===== src/rtl/div_share_ctrl.sv =====
// Two requesters share one sequential non-restoring divider (one quotient bit per clock).
// Round-robin grant, valid/ready on both request ports and on the id-tagged response port.
module div_share_ctrl #(
    parameter int WIDTH = 8
) (
    input  logic             clk,
    input  logic             rst_n,
    input  logic             req0_valid,
    output logic             req0_ready,
    input  logic [WIDTH-1:0] req0_dividend,
    input  logic [WIDTH-1:0] req0_divisor,
    input  logic             req1_valid,
    output logic             req1_ready,
    input  logic [WIDTH-1:0] req1_dividend,
    input  logic [WIDTH-1:0] req1_divisor,
    output logic             rsp_valid,
    input  logic             rsp_ready,
    output logic             rsp_id,
    output logic [WIDTH-1:0] rsp_quo,
    output logic [WIDTH-1:0] rsp_rem,
    output logic             rsp_dz,
    output logic             busy
);

    localparam int CW = (WIDTH > 1) ? $clog2(WIDTH) : 1;
    localparam logic [CW-1:0] LAST_STEP = CW'(WIDTH - 1);

    typedef enum logic [1:0] {
        S_IDLE = 2'd0,
        S_ITER = 2'd1,
        S_FIX  = 2'd2,
        S_DONE = 2'd3
    } state_t;

    state_t           state_q, state_d;
    logic             ptr_q, ptr_d;
    logic             id_q, id_d;
    logic [WIDTH:0]   acc_q, acc_d;
    logic [WIDTH-1:0] quo_q, quo_d;
    logic [WIDTH-1:0] div_q, div_d;
    logic [CW-1:0]    step_q, step_d;
    logic             rsp_valid_q, rsp_valid_d;
    logic             rsp_id_q, rsp_id_d;
    logic [WIDTH-1:0] rsp_quo_q, rsp_quo_d;
    logic [WIDTH-1:0] rsp_rem_q, rsp_rem_d;
    logic             rsp_dz_q, rsp_dz_d;

    logic             gnt0_s;
    logic             gnt1_s;
    logic             accept_s;
    logic             sel_id_s;
    logic [WIDTH-1:0] sel_dvd_s;
    logic [WIDTH-1:0] sel_dvs_s;
    logic             sel_dz_s;
    logic             rsp_fire_s;
    logic [WIDTH:0]   div_ext_s;
    logic [WIDTH:0]   acc_shift_s;
    logic [WIDTH:0]   acc_step_s;
    logic [WIDTH-1:0] quo_step_s;
    logic [WIDTH:0]   acc_fix_s;

    // Round-robin grant: ptr_q names the requester preferred when both are valid.
    always_comb begin
        gnt0_s = 1'b0;
        gnt1_s = 1'b0;
        if (state_q == S_IDLE) begin
            gnt0_s = req0_valid & (~req1_valid | ~ptr_q);
            gnt1_s = req1_valid & (~req0_valid |  ptr_q);
        end else begin
            gnt0_s = 1'b0;
            gnt1_s = 1'b0;
        end
    end

    assign req0_ready = gnt0_s;
    assign req1_ready = gnt1_s;
    assign accept_s   = gnt0_s | gnt1_s;
    assign sel_id_s   = gnt1_s;
    assign sel_dvd_s  = gnt1_s ? req1_dividend : req0_dividend;
    assign sel_dvs_s  = gnt1_s ? req1_divisor  : req0_divisor;
    assign sel_dz_s   = (sel_dvs_s == {WIDTH{1'b0}});
    assign rsp_fire_s = rsp_valid_q & rsp_ready;

    // The extra accumulator bit lets intermediate sums wrap harmlessly for divisors >= 2^(WIDTH-1).
    assign div_ext_s   = {1'b0, div_q};
    assign acc_shift_s = {acc_q[WIDTH-1:0], quo_q[WIDTH-1]};
    assign acc_step_s  = acc_q[WIDTH] ? (acc_shift_s + div_ext_s) : (acc_shift_s - div_ext_s);
    assign quo_step_s  = {quo_q[WIDTH-2:0], ~acc_step_s[WIDTH]};
    assign acc_fix_s   = acc_q[WIDTH] ? (acc_q + div_ext_s) : acc_q;

    // Next-state and datapath update for the divider FSM.
    always_comb begin
        state_d   = state_q;
        ptr_d     = ptr_q;
        id_d      = id_q;
        acc_d     = acc_q;
        quo_d     = quo_q;
        div_d     = div_q;
        step_d    = step_q;
        rsp_id_d  = rsp_id_q;
        rsp_quo_d = rsp_quo_q;
        rsp_rem_d = rsp_rem_q;
        rsp_dz_d  = rsp_dz_q;
        case (state_q)
            S_IDLE: begin
                if (accept_s) begin
                    id_d   = sel_id_s;
                    ptr_d  = ~sel_id_s;
                    acc_d  = {(WIDTH + 1){1'b0}};
                    quo_d  = sel_dvd_s;
                    div_d  = sel_dvs_s;
                    step_d = {CW{1'b0}};
                    if (sel_dz_s) begin
                        state_d   = S_DONE;
                        rsp_id_d  = sel_id_s;
                        rsp_quo_d = {WIDTH{1'b1}};
                        rsp_rem_d = sel_dvd_s;
                        rsp_dz_d  = 1'b1;
                    end else begin
                        state_d = S_ITER;
                    end
                end else begin
                    state_d = S_IDLE;
                end
            end
            S_ITER: begin
                acc_d  = acc_step_s;
                quo_d  = quo_step_s;
                step_d = step_q + {{(CW - 1){1'b0}}, 1'b1};
                if (step_q == LAST_STEP) begin
                    state_d = S_FIX;
                end else begin
                    state_d = S_ITER;
                end
            end
            S_FIX: begin
                acc_d     = acc_fix_s;
                state_d   = S_DONE;
                rsp_id_d  = id_q;
                rsp_quo_d = quo_q;
                rsp_rem_d = acc_fix_s[WIDTH-1:0];
                rsp_dz_d  = 1'b0;
            end
            S_DONE: begin
                if (rsp_fire_s) begin
                    state_d = S_IDLE;
                end else begin
                    state_d = S_DONE;
                end
            end
            default: begin
                state_d = S_IDLE;
            end
        endcase
    end

    // Response valid rises one cycle after entering DONE and falls with the handshake.
    always_comb begin
        rsp_valid_d = 1'b0;
        if ((state_q == S_DONE) && !rsp_fire_s) begin
            rsp_valid_d = 1'b1;
        end else begin
            rsp_valid_d = 1'b0;
        end
    end

    // State and output registers with synchronous active-low reset.
    always_ff @(posedge clk) begin
        if (!rst_n) begin
            state_q     <= S_IDLE;
            ptr_q       <= 1'b0;
            id_q        <= 1'b0;
            acc_q       <= {(WIDTH + 1){1'b0}};
            quo_q       <= {WIDTH{1'b0}};
            div_q       <= {WIDTH{1'b0}};
            step_q      <= {CW{1'b0}};
            rsp_valid_q <= 1'b0;
            rsp_id_q    <= 1'b0;
            rsp_quo_q   <= {WIDTH{1'b0}};
            rsp_rem_q   <= {WIDTH{1'b0}};
            rsp_dz_q    <= 1'b0;
        end else begin
            state_q     <= state_d;
            ptr_q       <= ptr_d;
            id_q        <= id_d;
            acc_q       <= acc_d;
            quo_q       <= quo_d;
            div_q       <= div_d;
            step_q      <= step_d;
            rsp_valid_q <= rsp_valid_d;
            rsp_id_q    <= rsp_id_d;
            rsp_quo_q   <= rsp_quo_d;
            rsp_rem_q   <= rsp_rem_d;
            rsp_dz_q    <= rsp_dz_d;
        end
    end

    assign rsp_valid = rsp_valid_q;
    assign rsp_id    = rsp_id_q;
    assign rsp_quo   = rsp_quo_q;
    assign rsp_rem   = rsp_rem_q;
    assign rsp_dz    = rsp_dz_q;
    assign busy      = (state_q != S_IDLE);

endmodule

===== config.mk =====
export PLATFORM = sky130hd
export DESIGN_NAME = div_share_ctrl
export DESIGN_NICKNAME = d
export VERILOG_FILES = /design/src/rtl/div_share_ctrl.sv
export SDC_FILE = /design/constraint.sdc
export NUM_CORES = 1
export LEC_CHECK = 0
export BUFFER_PORTS_ARGS = -buffer_cell sky130_fd_sc_hd__buf_2
export CAP_MARGIN = 20
export CORE_ASPECT_RATIO = 0.75
export CORE_MARGIN = 2
export CORE_UTILIZATION = 41
export DETAILED_ROUTE_END_ITERATION = 16
export PLACE_DENSITY = 0.74
export SKIP_CTS_REPAIR_TIMING = 1
export SYNTH_ARGS = -nofsm -noshare
export SYNTH_HDL_FRONTEND = slang
export SYNTH_SLANG_ARGS = --single-unit
export TNS_END_PERCENT = 10

===== constraint.sdc =====
create_clock -name clk -period 3.03 [get_ports clk]
set_clock_uncertainty 0.15 [all_clocks]
set_input_delay 0.7575 -clock clk [delete_from_list [all_inputs] [get_ports clk]]
set_output_delay 0.7575 -clock clk [all_outputs]
set_load 0.005 [all_outputs]

Yosys cells after proc, flatten, opt, wreduce, memory -nomap -nowiden
Cells that the tools add are included.
Storage, ports and cells
  register bits: 51
  input port bits: 37
  output and inout bits: 22
  logic and storage cells: 75
Cells by class
  add/subtract/negate cells: 4
  equality and inequality tests: 6
  muxes and demuxes: 30
  bitwise gates (word level): 11
  reduce and logical (&&, ||, !) cells: 12
Operator list (number)
  8-bit two-way mux: 7
  8-bit one-hot mux with 2 select lines: 3
  9-bit two-way mux: 3
  9-bit one-hot mux with 3 select lines: 1
  9-bit by 8-bit adder with 9-bit output: 2
  9-bit by 8-bit subtractor with 9-bit output: 1
  8-bit zero test: 1
  2-bit two-way mux: 4
  2-bit one-hot mux with 4 select lines: 1
  1-bit two-way mux: 7
  3-bit one-hot mux with 2 select lines: 1
  2-bit AND reduction: 3
  2-bit nonzero test: 3
  1-bit inverter: 5
  2-bit equality test, second input constant: 2
  2-bit inequality test, second input constant: 2
  1-bit one-hot mux with 2 select lines: 2
  3-bit by 1-bit adder with 3-bit output, second input constant: 1
  1-bit AND: 3
  3-bit equality test, second input constant: 1
  3-bit two-way mux: 1
  1-bit bitwise OR: 3
  3-bit AND reduction: 1
  3-bit nonzero test: 1
  4 further kinds: 4

Depth between registers and ports, before layout
Gate-level depths: netlist (run 1).
  word-level depth: 9
  depth in mapped cells: 12
  depth with buffers taken out: 11

Least setup slack after synthesis (run 1)
Ideal clock, no wire load.
  kind: register to register
  start point: register acc_q[8]
  end point: register quo_q[0]
  library setup time: 0.070 ns
  data arrival time: 2.984 ns
  required time: 2.810 ns
  setup slack: -0.174 ns
  cell stages (with the launch flop): 12
  path buffers: 3
  period minus slack after synthesis: 3.204 ns
  cell sequence: dfxtp_1 -> clkbuf_1 -> clkbuf_1 -> clkbuf_1 -> mux2_2 -> fa_1 -> a21oi_1 -> o211ai_1 -> o41ai_1 -> xnor2_1 -> mux2_2 -> a21oi_1
Between the ends
  word-level cells in the longest chain between the ends: 3
RTL lines
  from (decl): line 38  | logic [WIDTH:0] acc_q, acc_d;
  from (signal assigned): line 173  | acc_q <= {(WIDTH + 1){1'b0}};
  9-bit two-way mux: line 87  | assign acc_step_s = acc_q[WIDTH] ? (acc_shift_s + div_ext_s) : (acc_shift_s - div_ext_s);
  1-bit inverter: line 88  | assign quo_step_s = {quo_q[WIDTH-2:0], ~acc_step_s[WIDTH]};
  8-bit one-hot mux with 2 select lines: line 104  | case (state_q)
  to (signal assigned): line 174  | quo_q <= {WIDTH{1'b0}};
  to (signal assigned): line 187  | quo_q <= quo_d;
  to (decl): line 39  | logic [WIDTH-1:0] quo_q, quo_d;
Every way passes these cells.
A chain may end at the register's enable or synchronous reset.

Worst setup path in the final report (run 1)
  start point: register state_q[0]
  end point: output port req1_ready
Between the ends
  word-level cells in the longest chain between the ends: 2
RTL lines
  from (decl): line 35  | state_t state_q, state_d;
  from (signal assigned): line 183  | state_q <= state_d;
  2-bit zero test: line 66  | if (state_q == S_IDLE) begin
  1-bit two-way mux: line 66
  to (decl): line 13  | output logic req1_ready,
Every way passes these cells.

==> results.cfg, run 1 <==
[worst_setup_path]
end_kind = output pin
start_kind = flip-flop
crit_required_ns = 2.12
cp.arrival_ns = 1.95
path_max_fanout = 11
setup.worst_path.class = flip-flop to output pin

[die]
die_width_um = 109.3
dieArea_sq_um = 9063
die_y_um = 82.95
io_pins = 59
coreArea_sq_um = 7988
row_count = 28
start_util_pct = 42.65

[logic_synthesis]
synth_top_area_cell = dfxtp_1
synthFlopType = dfxtp_1
syn_area_sq_um = 3407
synth_cell_types = 59
synthTopCellsByArea = dfxtp_1, ha_1, a21oi_1
yosysMostFrequentCell = nor2_1
syn_avg_cell_area_sq_um = 7.850
synthCells = 434
async_flop_share_pct = 0
synthTopCellsByCount = nor2_1, dfxtp_1, nand2_1
syn-num-nets = 498
yosysSeqAreaShare_pct = 29.97
ys_ff_latch = 51
synth_edf_count = 0
yosys.area.top_type_share_pct = 29.97
yosys_warnings = 0

[layout]
stdcell_area_sq_um = 3955
fin_nets = 554
insertedDiodeCount = 0
final_core_util_pct = 49.51
register_area_sq_um = 1021
nFillCells = 762
multi_input_area_sq_um = 2191
instances_no_fill = 595
drive_above_1_share_pct = 18.57
syn_to_final_growth_pct = 16.09

[placed_design]
place_congestion = 0.8946
port_buffers = 58
dp_hpwl_um = 7350
dp_cells = 588
dpl-instance-area_sq_um = 3841
post-place-ws_ns = 0.1708

[clock_tree]
clockBufferDepth = 2
clock_sinks = 51
path_clk_slew_ns = 0.10
cts_made_buffers = 5
clkLatencyLatePin_ns = 0.31
htreeDepth = 2
cts_root_buffer = clkbuf_8
cts_tree = done

[grt]
grt_pass1_vias = 3141
met2_usage_pct = 31.00
grtUsageMet3_pct = 3.532
met1_usage_pct = 32.19
grt_pass1_wl_um = 15420
grt-busiest-layer = met1
grt_use_total_pct = 21.15
gr-total-overflow = 0
antenna_found_initial = 0
grt_max_degree = 36

[sta]
grt_setup_unrepaired = false
drv_slew = 0
slew_headroom_pct = 36.71
setup_viol = 0
fin_tns_setup_ns = 0
fin_ws_ns = 0.1740
fin_crit_ns = 2.856
tightest_slew_ns = 0.9493
fin_crit_sh_pct = 94.26
hold-worst-slack_ns = 0.3318
max_clock_freq_mhz = 350.1
hold_violations = 0

[route]
wirelength_um = 9627
dr_total_vias = 3427
route.detailed.drc = 0
dr.pass1.iters = 5
drtIter0Drc = 240
wire_per_inst_um = 16.18
final_antenna_net_count = 0
avgViaCountPerCell = 5.760

[status]
status = complete, no violations

[worst_hold_path]
worstHoldPathType = flip-flop to flip-flop

[power_and_ir_drop]
vdd_drop_max_mv = 0.4630
p_per_area_nw_per_um2 = 909.6
total_leakage_power_nw = 1.642
report.power.total_mw = 3.597

[run]
cap_violations = 0
==> cells in the final DEF, fill, tap and decap left out, drive strengths merged, types with 7 or more instances in the layout <==
cell    count
nand3       7
a21oi      39
nand2      44
o21ai      27
a211oi     11
buf        74
o211ai     11
nor3       19
mux2i      13
ha         25
a311oi      9
xor2        9
nor2       53
inv        21
dfxtp      51
==> area by class of cell <==
type / instances / share of cell area [%]
multi-input cells: 336 / 55.39
flip-flops and latches: 51 / 25.81
inverters: 22 / 2.088
well taps: 105 / 3.322
clock buffers: 5 / 1.740
repair buffers: 74 / 10.69
clock inverters: 2 / 0.9491
==> flip-flops by register name, indices dropped and copies added (netlist names) <==
signal and cells:
acc_q 9, step_q 3, id_q 1, rsp_quo 8
state_q 2, rsp_valid 1, rsp_rem 8, rsp_id 1
quo_q 8, div_q 8, rsp_dz 1, ptr_q 1
==> logic make-up (layout without fill, tap and decap cells) <==
| kind of cell | Yosys count | count (layout) | share of synthesized area (%) |
|---|---|---|---|
| buf+inv | 47 | 103 | 5.949 |
| compound gates | 131 | 131 | 25.41 |
| mux | 17 | 17 | 5.141 |
| fa+ha+maj | 27 | 27 | 10.36 |
| simple gates | 146 | 146 | 19.32 |
| flops | 51 | 51 | 29.97 |
| xor+xnor | 15 | 15 | 3.856 |
==> final timing paths <==
| kind | from | depth (start not counted) | slack [ns] | endpoint |
|---|---|---|---|---|
| worst min-delay path | step_q[2] | 2 | 0.33 | step_q[2] |
| worst max-delay path | state_q[0] | 5 | 0.17 | req1_ready |
| worst max register to register | div_q[2] | 11 | 0.19 | quo_q[0] |
| worst min register to register | step_q[2] | 2 | 0.33 | step_q[2] |
==> critical path, cell delays in order, from the launching register on <==
cell and delay, ns:
dfxtp_1 0.36, inv_1 0.11, ha_1 0.37, nand2_1 0.29, nor2_4 0.33, buf_2 0.17
==> metal layers <==
| metal | wire length [um] | vias up |
|---|---|---|
| met5 | 0 | - |
| met4 | 87 | 0 |
| met3 | 793 | 9 |
| met2 | 4152 | 157 |
| met1 | 4593 | 1582 |
| li1 | - | 1679 |
==> where the power goes <==
part	internal (mW)	switching, mW	leakage (nW)
sequential	0.840	0.178	0.416
clock	0.242	0.238	0.0502
combinational	0.856	1.24	1.18
Note: power is estimated with default switching activity, not from simulation.
==> inputs of run 2 (changes only) <==
--- a/config.mk
+++ b/config.mk
@@ -12,6 +12,7 @@
 export CORE_UTILIZATION = 41
 export DETAILED_ROUTE_END_ITERATION = 16
 export PLACE_DENSITY = 0.74
+export RECOVER_POWER = 100
 export SKIP_CTS_REPAIR_TIMING = 1
 export SYNTH_ARGS = -nofsm -noshare
 export SYNTH_HDL_FRONTEND = slang
==> run 2 against run 1 <==
- fmax is 1.1% higher
- sequential share of layout area increased by 0.21 points
- worst hold slack hardly changed
- wire length hardly changed
- design area fell by 0.82%
- largest power group unchanged
- core utilization shrank 0.41 points
- first-iteration DRC count grew 7.9%
- largest cell class unchanged
- register-to-register slack better by 0.02 ns
- via count decreased by 0.12%
- sequential cell count unchanged
==> results.cfg, run 2 (synthesis results as in run 1) <==
[route]
drtIter0Drc = 259
met3WireLength_um = 818
final_antenna_net_count = 0
avgViaCountPerCell = 5.753
top_layer = met4
wl_met2_um = 4146
wire_per_inst_um = 16.17
dr_total_vias = 3423
dr.pass1.iters = 5
wirelength_um = 9622
route.detailed.drc = 0
drt-met1-wl_um = 4558

[grt]
gr-total-overflow = 0
grt_use_total_pct = 21.15
antenna_found_initial = 0
grt_max_degree = 36
grt_pass1_wl_um = 15420
grt_pass1_vias = 3141

[layout]
final_core_util_pct = 49.11
largest_register_ffs = 9
final_cell_mix = nor2_1, dfxtp_1, buf_2
final_common_cell = nor2_1
insertedDiodeCount = 0
drive_above_1_share_pct = 15.10
syn_to_final_growth_pct = 15.13
fin_nets = 554
regMostFlops = acc_q

[clock_tree]
cts_tree = done
path_clk_slew_ns = 0.10
htreeDepth = 2
clock_sinks = 51
clockBufferDepth = 2
clkLatencyLatePin_ns = 0.31
cts_made_buffers = 5
cts_root_buffer = clkbuf_8

[sta]
setup_viol = 0
fin_crit_sh_pct = 93.25
fin_crit_ns = 2.825
max_clock_freq_mhz = 353.9
tightest_slew_ns = 0.9454
drv_slew = 0
grt_setup_unrepaired = false
slew_headroom_pct = 36.97
fin_tns_setup_ns = 0
hold_violations = 0

[die]
row_count = 28
start_util_pct = 42.65
io_pins = 59
coreArea_sq_um = 7988
die_y_um = 82.95
dieArea_sq_um = 9063
die_width_um = 109.3

[placed_design]
port_buffers = 58
dp_hpwl_um = 7350
place_congestion = 0.8946

[power_and_ir_drop]
total_leakage_power_nw = 1.577
report.power.total_mw = 3.574
vdd_drop_max_mv = 0.4593
p_per_area_nw_per_um2 = 911.1

[worst_setup_path]
path_max_fanout = 11
reg2regPathDepth = 11
crit_required_ns = 2.12
start_kind = flip-flop
cp.arrival_ns = 1.92
end_kind = output pin
setup.worst_path.class = flip-flop to output pin

[worst_hold_path]
worstHoldPathType = flip-flop to flip-flop
hold_depth = 2

[status]
status = complete, no violations

[run]
cap_violations = 0
run 2: changes by cell type in the layout (fill, tap and decap cells not counted), sizes merged:
cell / change
buf: -17
clkbuf: +17
run 2: path summary, 6_finish.rpt:
kind               from          to  slack, ns
max          state_q[0]  req1_ready       0.20
min           step_q[2]   step_q[2]       0.33
max reg2reg    div_q[2]    quo_q[0]       0.21
min reg2reg   step_q[2]   step_q[2]       0.33
run 2: routing by layer:
layer / vias to the layer above / GRT usage [%]
li1: 1681 / -
met1: 1575 / 32.19
met2: 157 / 31.00
met3: 10 / 3.532
met4: 0 / 4.718
met5: - / 0
run 2: report_power, final:
group | leakage (nW) | internal, mW | total (mW) | switching (mW)
combinational | 1.11 | 0.832 | 2.07 | 1.24
clock | 0.0502 | 0.242 | 0.480 | 0.238
sequential | 0.416 | 0.841 | 1.02 | 0.179
run 2: metrics by stage:
stage / cells / hold WS, ns / setup slack [ns] / area (sq um)
floorplan: 434 / 0.2856 / 0.01394 / 3410
global placement: 588 / 0.2952 / 0.2515 / 3841
detailed placement: 588 / 0.3129 / 0.1708 / 3841
CTS: 595 / 0.3293 / 0.1529 / 3948
global route: 595 / 0.3590 / 0.004945 / 3923
finish: 595 / 0.3322 / 0.2046 / 3923
run 2: cell type report:
type                    instances  area [sq um]
clock buffers                   5         68.82
well taps                     105         131.4
flip-flops and latches         51          1021
fillers                       773          4065
repair buffers                 74         390.4
clock inverters                 2         37.54
multi-input cells             336          2191
inverters                      22         82.58
run 2: worst max-delay path: stages, from the launching register on:
cell and delay (ns):
dfxtp_1 0.36, inv_1 0.11, ha_1 0.35, nand2_1 0.29, nor2_4 0.32, buf_2 0.17
==> inputs of run 3 (changes only) <==
==> constraint.sdc (replaced) <==
create_clock -name clk -period 2.4 [get_ports clk]
set_clock_uncertainty 0.15 [all_clocks]
set_input_delay 0.6 -clock clk [delete_from_list [all_inputs] [get_ports clk]]
set_output_delay 0.6 -clock clk [all_outputs]
set_load 0.005 [all_outputs]
==> run 3 against run 2 <==
- the flow now finishes with violations (setup timing)
- first-iteration DRC count is 5.0% lower
- die area stayed put
- global-route usage is 1.6 points higher
- via count is 4.7% higher
- clock power is 13% higher
- count of clock-buffer cells in the layout stayed put
- worst hold slack worse by 0.013 ns
- sequential cell count stayed put
- critical path depth is 6 higher
- power is 40% higher
- worst setup slack worse by 0.60 ns
==> results.cfg, run 3 (synthesis results as in run 1) <==
[clock_tree]
clkLatencyLatePin_ns = 0.32
cts_root_buffer = clkbuf_8
htreeDepth = 2
path_clk_slew_ns = 0.11
clock_sinks = 51
clockBufferDepth = 2
cts_made_buffers = 5
cts_tree = done

[die]
dieArea_sq_um = 9063
io_pins = 59
start_util_pct = 42.65
die_width_um = 109.3
die_y_um = 82.95
row_count = 28
coreArea_sq_um = 7988

[route]
drtIter0Drc = 246
wire_per_inst_um = 16.02
final_antenna_net_count = 0
dr_total_vias = 3584
avgViaCountPerCell = 5.671
dr.pass1.iters = 5
route.detailed.drc = 0
wirelength_um = 10120

[layout]
instances_no_fill = 632
nFillCells = 781
fin_nets = 590
largest_register_ffs = 9
syn_to_final_growth_pct = 24.86
stdcell_area_sq_um = 4254
regMostFlops = acc_q
final_core_util_pct = 53.26
insertedDiodeCount = 0
final_cell_mix = nor2_1, dfxtp_1, buf_2
drive_above_1_share_pct = 24.10
final_common_cell = nor2_1

[power_and_ir_drop]
vdd_drop_max_mv = 0.5081
p_per_area_nw_per_um2 = 1174
total_leakage_power_nw = 1.769

[sta]
tightest_slew_ns = 0.5348
drv_slew = 0
grt_setup_unrepaired = true
fin_crit_sh_pct = 116.7
hold_violations = 0
fin_ws_ns = -0.3996
max_clock_freq_mhz = 357.2
slew_headroom_pct = 64.34
fin_crit_ns = 2.800
setup_viol = 28

[placed_design]
dpl-instance-area_sq_um = 4124
dp_cells = 621
place_congestion = 0.9209
post-place-ws_ns = -0.3160
dp_hpwl_um = 7881
port_buffers = 58

[grt]
antenna_found_initial = 0
grt_pass1_wl_um = 16550
gr-total-overflow = 0
grt_max_degree = 34
grt_pass1_vias = 3425
grt_use_total_pct = 22.73

[worst_setup_path]
cp.arrival_ns = 2.89
end_kind = flip-flop
path_max_fanout = 5
crit_required_ns = 2.49
start_kind = flip-flop
setup.worst_path.class = flip-flop to flip-flop
crit_start = div_q[2]
r2r-start = div_q[2]

[worst_hold_path]
worstHoldPathType = flip-flop to flip-flop
hp-start = step_q[1]

[status]
status = complete, but fails checks
violations = setup timing

[run]
cap_violations = 0
-- run 3: cell types whose count changed in the layout (fill, tap and decap cells not counted), sizes merged --
cell    delta
buf       +36
inv        +1
clkinv     +1
bufinv     -1
-- run 3: cell type report --
type / instances / area [sq um] / share of cell area [%]
clock buffer: 5 / 68.82 / 1.618
clock inverter: 3 / 27.53 / 0.6471
inverter: 22 / 82.58 / 1.941
multi-input combinational: 336 / 2250 / 52.88
sequential: 51 / 1023 / 24.06
tap: 105 / 131.4 / 3.088
timing repair buffer: 110 / 670.6 / 15.76
-- run 3: critical path, cell delays in order, from the launching register on --
cell      delay (ns)
dfxtp_2         0.34
or3_4           0.40
nor3_4          0.22
nor2_2          0.06
xor2_1          0.14
ha_1            0.36
nand3_1         0.09
o211ai_1        0.28
o41ai_2         0.10
xnor2_1         0.16
mux2_4          0.29
a21oi_2         0.13
-- run 3: worst paths after layout --
| kind | to | slack, ns | depth (start not counted) |
|---|---|---|---|
| worst min-delay path | step_q[1] | 0.32 | 2 |
| worst max register to register | quo_q[0] | -0.40 | 11 |
| worst min register to register | step_q[1] | 0.32 | 2 |
| worst max-delay path | quo_q[0] | -0.40 | 11 |
-- run 3: through the flow --
| stage | setup TNS [ns] | total power, mW | hold slack [ns] |
|---|---|---|---|
| global placement | -0.8372 | 4.195 | 0.2926 |
| detailed placement | -1.387 | 4.289 | 0.3049 |
| CTS | -0.9274 | 4.831 | 0.3200 |
| global route | -9.081 | 5.379 | 0.3569 |
| floorplan | -0.4322 | 3.201 | 0.2856 |
| finish | -2.445 | 4.992 | 0.3190 |
-- run 3: metal layers --
| layer | up-vias | GRT usage, % | part of all wire, % |
|---|---|---|---|
| met1 | 1663 | 33.90 | 47 |
| met5 | - | 0 | 0 |
| met4 | 0 | 6.674 | 1.4 |
| met3 | 15 | 4.631 | 8.6 |
| met2 | 154 | 32.75 | 43 |
| li1 | 1752 | - | - |
-- run 3: where the power goes --
group          total (mW)  leakage, nW  switching, mW  internal [mW]
sequential           1.25        0.417          0.190           1.06
combinational        3.20         1.31           1.76           1.44
clock               0.541       0.0463          0.326          0.215
total                4.99         1.77           2.28           2.72
